**src/rtl/alarm_buzzer_sequencer.sv**
```systemverilog
// Alarm buzzer sequencer: gated square-wave beep cadence with timeout, cancel and re-trigger lockout.
// Optional snooze support is built when the macro ALARM_SNOOZE_EN is defined.
module alarm_buzzer_sequencer #(
   parameter int unsigned TONE_HALF     = 5000,
   parameter int unsigned BEEP_ON_CYC   = 15_750_000,
   parameter int unsigned BEEP_OFF_CYC  = 15_750_000,
   parameter int unsigned TIMEOUT_BEEPS = 120,
   parameter int unsigned SNOOZE_CYC    = 32'd283_500_000
) (
   input  logic       clk,
   input  logic       reset,
   input  logic       alarm_trig,
   input  logic       alarm_cancel,
   input  logic       snooze_pulse,
   output logic       buzzer_out,
   output logic       ringing,
   output logic       snoozing,
   output logic [2:0] state_o
);

   localparam int unsigned PH_MAX = (BEEP_ON_CYC > BEEP_OFF_CYC) ? BEEP_ON_CYC : BEEP_OFF_CYC;
   localparam int unsigned PW = $clog2(PH_MAX + 1);
   localparam int unsigned TW = $clog2(TONE_HALF + 1);
   localparam int unsigned BW = $clog2(TIMEOUT_BEEPS + 1);

   localparam logic [PW-1:0] ON_LAST   = PW'(BEEP_ON_CYC - 1);
   localparam logic [PW-1:0] OFF_LAST  = PW'(BEEP_OFF_CYC - 1);
   localparam logic [TW-1:0] TONE_LAST = TW'(TONE_HALF - 1);
   localparam logic [BW-1:0] BEEP_LAST = BW'(TIMEOUT_BEEPS - 1);

   typedef enum logic [2:0] {
      S_IDLE     = 3'd0,
      S_BEEP_ON  = 3'd1,
      S_BEEP_OFF = 3'd2,
      S_LOCKOUT  = 3'd3
`ifdef ALARM_SNOOZE_EN
      , S_SNOOZE = 3'd4
`endif
   } state_e;

   state_e        state_q, state_d;
   logic [PW-1:0] phase_q, phase_d;
   logic [TW-1:0] tcnt_q, tcnt_d;
   logic          tone_q, tone_d;
   logic [BW-1:0] beep_q, beep_d;
   logic          buzzer_q, ringing_q, snoozing_q;
   logic          beeping, active;

`ifdef ALARM_SNOOZE_EN
   localparam int unsigned SW = $clog2(SNOOZE_CYC + 1);
   localparam logic [SW-1:0] SNZ_LAST = SW'(SNOOZE_CYC - 1);
   logic [SW-1:0] snz_q, snz_d;
   assign active = beeping || (state_q == S_SNOOZE);
`else
   logic unused_snooze;
   assign unused_snooze = snooze_pulse;
   assign active = beeping;
`endif

   assign beeping = (state_q == S_BEEP_ON) || (state_q == S_BEEP_OFF);

   always_comb begin
      state_d = state_q;
      phase_d = phase_q;
      tcnt_d  = tcnt_q;
      tone_d  = tone_q;
      beep_d  = beep_q;
`ifdef ALARM_SNOOZE_EN
      snz_d   = snz_q;
`endif
      // Cancel outranks snooze; both only act while the alarm sequence is live.
      if (active && alarm_cancel) begin
         state_d = S_LOCKOUT;
         phase_d = '0;
         tcnt_d  = '0;
         tone_d  = 1'b0;
         beep_d  = '0;
`ifdef ALARM_SNOOZE_EN
         snz_d   = '0;
      end else if (beeping && snooze_pulse) begin
         state_d = S_SNOOZE;
         phase_d = '0;
         tcnt_d  = '0;
         tone_d  = 1'b0;
         snz_d   = '0;
`endif
      end else begin
         case (state_q)
            S_IDLE: begin
               phase_d = '0;
               tcnt_d  = '0;
               tone_d  = 1'b0;
               beep_d  = '0;
               if (alarm_trig) state_d = S_BEEP_ON;
            end
            S_BEEP_ON: begin
               if (tcnt_q == TONE_LAST) begin
                  tcnt_d = '0;
                  tone_d = ~tone_q;
               end else begin
                  tcnt_d = tcnt_q + TW'(1);
               end
               if (phase_q == ON_LAST) begin
                  state_d = S_BEEP_OFF;
                  phase_d = '0;
                  tcnt_d  = '0;
                  tone_d  = 1'b0;
               end else begin
                  phase_d = phase_q + PW'(1);
               end
            end
            S_BEEP_OFF: begin
               if (phase_q == OFF_LAST) begin
                  phase_d = '0;
                  if (beep_q == BEEP_LAST) begin
                     state_d = S_LOCKOUT;
                     beep_d  = '0;
                  end else begin
                     state_d = S_BEEP_ON;
                     beep_d  = beep_q + BW'(1);
                  end
               end else begin
                  phase_d = phase_q + PW'(1);
               end
            end
`ifdef ALARM_SNOOZE_EN
            S_SNOOZE: begin
               if (snz_q == SNZ_LAST) begin
                  state_d = S_BEEP_ON;
                  snz_d   = '0;
                  beep_d  = '0;
               end else begin
                  snz_d = snz_q + SW'(1);
               end
            end
`endif
            S_LOCKOUT: begin
               phase_d = '0;
               tcnt_d  = '0;
               tone_d  = 1'b0;
               beep_d  = '0;
               // The trigger flag stays high for the whole matching minute; wait for it to drop.
               if (!alarm_trig) state_d = S_IDLE;
            end
            default: state_d = S_IDLE;
         endcase
      end
   end

   always_ff @(posedge clk) begin
      if (reset) begin
         state_q    <= S_IDLE;
         phase_q    <= '0;
         tcnt_q     <= '0;
         tone_q     <= 1'b0;
         beep_q     <= '0;
         buzzer_q   <= 1'b0;
         ringing_q  <= 1'b0;
         snoozing_q <= 1'b0;
`ifdef ALARM_SNOOZE_EN
         snz_q      <= '0;
`endif
      end else begin
         state_q    <= state_d;
         phase_q    <= phase_d;
         tcnt_q     <= tcnt_d;
         tone_q     <= tone_d;
         beep_q     <= beep_d;
         buzzer_q   <= (state_d == S_BEEP_ON) && tone_d;
         ringing_q  <= (state_d == S_BEEP_ON) || (state_d == S_BEEP_OFF);
`ifdef ALARM_SNOOZE_EN
         snz_q      <= snz_d;
         snoozing_q <= (state_d == S_SNOOZE);
`else
         snoozing_q <= 1'b0;
`endif
      end
   end

   assign buzzer_out = buzzer_q;
   assign ringing    = ringing_q;
   assign snoozing   = snoozing_q;
   assign state_o    = state_q;

endmodule
```
**config.mk**
```make
export PLATFORM = sky130hd
export DESIGN_NAME = alarm_buzzer_sequencer
export DESIGN_NICKNAME = d
export VERILOG_FILES = /design/src/rtl/alarm_buzzer_sequencer.sv
export SDC_FILE = /design/constraint.sdc
export NUM_CORES = 1
export LEC_CHECK = 0
export BUFFER_PORTS_ARGS = -buffer_cell sky130_fd_sc_hd__buf_4
export CAP_MARGIN = 20
export CORE_MARGIN = 5
export CORE_UTILIZATION = 57
export CTS_BUF_LIST = sky130_fd_sc_hd__clkbuf_4
export CTS_CLUSTER_DIAMETER = 40
export DETAILED_ROUTE_END_ITERATION = 7
export MAX_ROUTING_LAYER = met4
export PLACE_DENSITY = 0.88
export SLEW_MARGIN = 20
export SYNTH_ARGS = -nofsm -noshare
export SYNTH_HDL_FRONTEND = slang
export SYNTH_SLANG_ARGS = --single-unit
```
**constraint.sdc**
```tcl
create_clock -name clk -period 2 [get_ports clk]
set_input_delay 0.5 -clock clk [delete_from_list [all_inputs] [get_ports clk]]
set_output_delay 0.5 -clock clk [all_outputs]
set_load 0.02 [all_outputs]
```
==> impl_results.md <==
- Clock sinks: 50
- Lkg Pwr: 1.164 nW
- Ant diodes: 0
- Clock tree root buffer cell: clkbuf_4
- Crit Reg-Reg Startpoint: phase_q[13]
- Final estimated routing congestion in global placement: 0.9487
- Fillers: ~290
- Endpoint required time on the critical path: 2.29 ns
- End point of the most critical hold path: state_o[0]
- Total gr overflow: 0
- Time the final worst path needs with I/O delays and setup: 1.971 ns
- Ratio of total power to cell area: between 400 and 500 nW/um^2
- Number of cells on the worst hold path: 2
- Relative area change from synthesis to final layout: 24.72%
- CTS H-tree lvls: 2
- Number of placement rows: 24
- Number of antenna-violating nets in the routed design: 0
- Yosys warnings: 0
- Final-report setup violation count: 0
- First-pass iteration count of the detailed router: 5
- Count of final max-slew check failures: 0
- Hold path startpoint: reset
- Number of instances in the synthesized netlist: 320
- Commonest register cell after synthesis: dfxtp_1
- Post-synthesis area per instance: 8.242 sq um
- Total global routing track utilization: 0.2180
- Reg2reg end: state_o[1]
- Floorplan Core Area: 4414 sq um
- Average wire length per cell after detail routing: around 16 um
- First-pass GRT wire length: 10870 um
- Final Hold Violating Endpoints: 0
- Number of enable flip-flop cells after synthesis: 0
- Power, Total: 1.624 mW
- Clock latency of the later-clocked register in the worst-skew pair: 0.37 ns
- Via count of the first global-routing pass: 2503
- Placed Cells: just over 400
- Post-synthesis instance area: ~2600 sq um
- Worst min path class: in -> reg
- Number of top-level design ports: 11
- Number of nets in the finished design: approximately 380
- Critical path data arrival time: 2.26 ns
- Floorplan die width: between 70 and 80 um
- Worst IR Drop VDD: 0.0004315 V
- Number of buffer cells added on primary ports: 8
- Via-to-Cell Ratio: 6.302
- Crit path kind: reg -> reg
- R2r setup slk: ~0.03 ns
- Non-filler cells in the finished layout: 424
- Initial antenna violation count: 0
- Largest buffer count on any clock path: 2
- Count of vias placed by the detailed router: ~2700
- WL final: 6948 um
- Max-cap viol count: 0
- Share of flip-flops with an asynchronous set or reset: 0
- Maximum number of pins on one net before global-route repair: 16
- Status: finished, final reports clean
- Part of the Yosys area used for sequential elements: 0.3795
- Clk_skew: ~0.012 ns
- 1st-iter DRT viols: 281
- Period Utilization, post-route: 0.9853
- Post-synth cell types: between 50 and 60
- TritonCTS buffer count: 5
- Launching element type of the critical path: flop
- Post-route DRC violation count: 0
- Initial Utilization: 0.5975
- Worst-case hold slack: roughly 0.33 ns
- Number of synthesized register bits: 50
- Estimated wirelength of the detail-placed design: between 4000 and 5000 um
- Clock-pin slew on the worst setup and hold paths: about 0.15 ns
- RSZ-0062 raised after global routing: true
- Endpoint type of the worst setup path: flop
- Logic depth of the worst register-to-register path: 5
- Share of post-route cells with drive strength above 1: 0.2769
- Top achievable clock speed: just over 0.5 GHz
- Die area: between 6000 and 7000 sq um
- CTS tree: done
- Die Ht: approximately 80 um
- Max FO, Critical Path: 5
[placed cells by master, fill, tap and decap left out, types with 2 or more instances in the layout]
cell,n
nor4b_1,2
or3_1,3
nand4_1,11
and3b_1,3
nand2b_1,3
xnor2_1,14
o31ai_1,4
and4_1,2
dfxtp_1,43
nand2_1,30
mux2i_1,2
nor2_1,38
nand3_1,22
a211oi_1,2
nand3b_1,6
a21o_1,2
nor4_2,2
inv_1,5
a21oi_4,2
a32o_1,2
buf_4,55
clkinvlp_4,2
dfxtp_2,7
nor2b_1,4
or4_4,6
xor2_1,10
o21ai_1,2
and2_1,2
o21ai_0,5
a21oi_1,6
and3_1,3
conb_1,2
ha_1,2
buf_6,2
nor3_1,14
a211oi_2,6
a31oi_1,14
clkbuf_4,5
nor4_4,2
[cell type report]
type                       instances  area (sq um)  area share
clock buffer                       5         37.54     0.01141
inverter                           6         26.28    0.007988
sequential                        50          1010      0.3070
timing repair buffer              58         440.4      0.1339
multi-input combinational        250          1694      0.5150
tap                               52         65.06     0.01978
clock inverter                     3         16.27    0.004945
[per-stage QoR]
stage               setup WS [ns]  instance area, sq um  setup TNS [ns]    util
floorplan                0.007912                  2641               0       -
global placement          0.03320                  3060               0  0.6933
detailed placement       -0.03927                  3060        -0.04861  0.6933
CTS                      -0.02702                  3153        -0.03740  0.7143
global route             -0.03118                  3289         -0.1473  0.7452
finish                    0.02948                  3289               0  0.7452
[critical path: stages, from the launching register on]
cell	delay, ns
dfxtp_2	0.35
nand2b_4	0.13
or4_4	0.57
or3_1	0.39
o31a_1	0.27
and3b_1	0.17
[worst max path at each step]
stage                      startpoint     endpoint  slack [ns]  depth (start not counted)
after floorplan           phase_q[12]   state_o[1]       0.008                          6
after global placement    phase_q[10]   buzzer_out        0.03                          5
after detailed placement  phase_q[20]    beep_q[5]       -0.04                          6
after CTS                  phase_q[0]  phase_q[17]       -0.03                          7
after global routing      phase_q[15]    beep_q[4]       -0.03                          6
final                     phase_q[13]   state_o[1]        0.03                          5
[state kept, by name, summed over array words and instances (netlist names)]
register	flops
buzzer_out	1
state_o	3
tone_q	1
beep_q	7
ringing	1
phase_q	24
tcnt_q	13
[cell families (layout without fill, tap and decap cells)]
kind of cell,after synthesis,after routing,share of synthesized area
adders and majority gates,3,3,0.01423
DFF,50,50,0.3795
xor gates and xnor gates,24,24,0.07970
other,1,2,0.001422
and+or+nand+nor,164,164,0.3382
buffers and inverters,21,72,0.03368
muxes,2,2,0.007590
AOI/OAI and AO/OA,55,55,0.1456
[timing repair]
item,CTS,global route
gates resized for setup,6,33
setup endpoints to repair,9,36
pin swaps,1,12
buffers inserted,0,1
gates cloned,0,1
hold buffers,0,0
[layer usage]
layer | vias to the layer above | part of all wire | global-route usage
li1 | 1267 | - | -
met1 | 1269 | 0.42 | 0.2642
met2 | 111 | 0.50 | 0.3656
met3 | 25 | 0.052 | 0.03890
met4 | 0 | 0.025 | 0.07432
met5 | - | 0 | -
[cell usage after synthesis (all sizes together), types with 4 or more instances]
cell | number | share of area
nand4 | 11 | 0.026
o31ai | 4 | 0.011
nand3 | 22 | 0.042
nor2b | 4 | 0.0095
xnor2 | 14 | 0.046
xor2 | 10 | 0.033
nor3 | 15 | 0.028
a31oi | 15 | 0.036
inv | 5 | 0.0071
a21oi | 8 | 0.018
or4 | 7 | 0.020
nor4 | 5 | 0.020
nand2 | 30 | 0.043
nor2 | 38 | 0.054
dfxtp | 50 | 0.38
clkbuf | 10 | 0.014
a211oi | 9 | 0.028
buf | 5 | 0.011
nand3b | 6 | 0.017
o21ai | 7 | 0.013
nand2b | 4 | 0.012
[power breakdown]
group          total, mW  leakage, nW  switching, mW  internal, mW
clock network      0.453       0.0286          0.322         0.131
logic              0.156        0.729         0.0974        0.0589
registers           1.01        0.407        0.00923          1.01
Power figures use the tool's default switching activity.
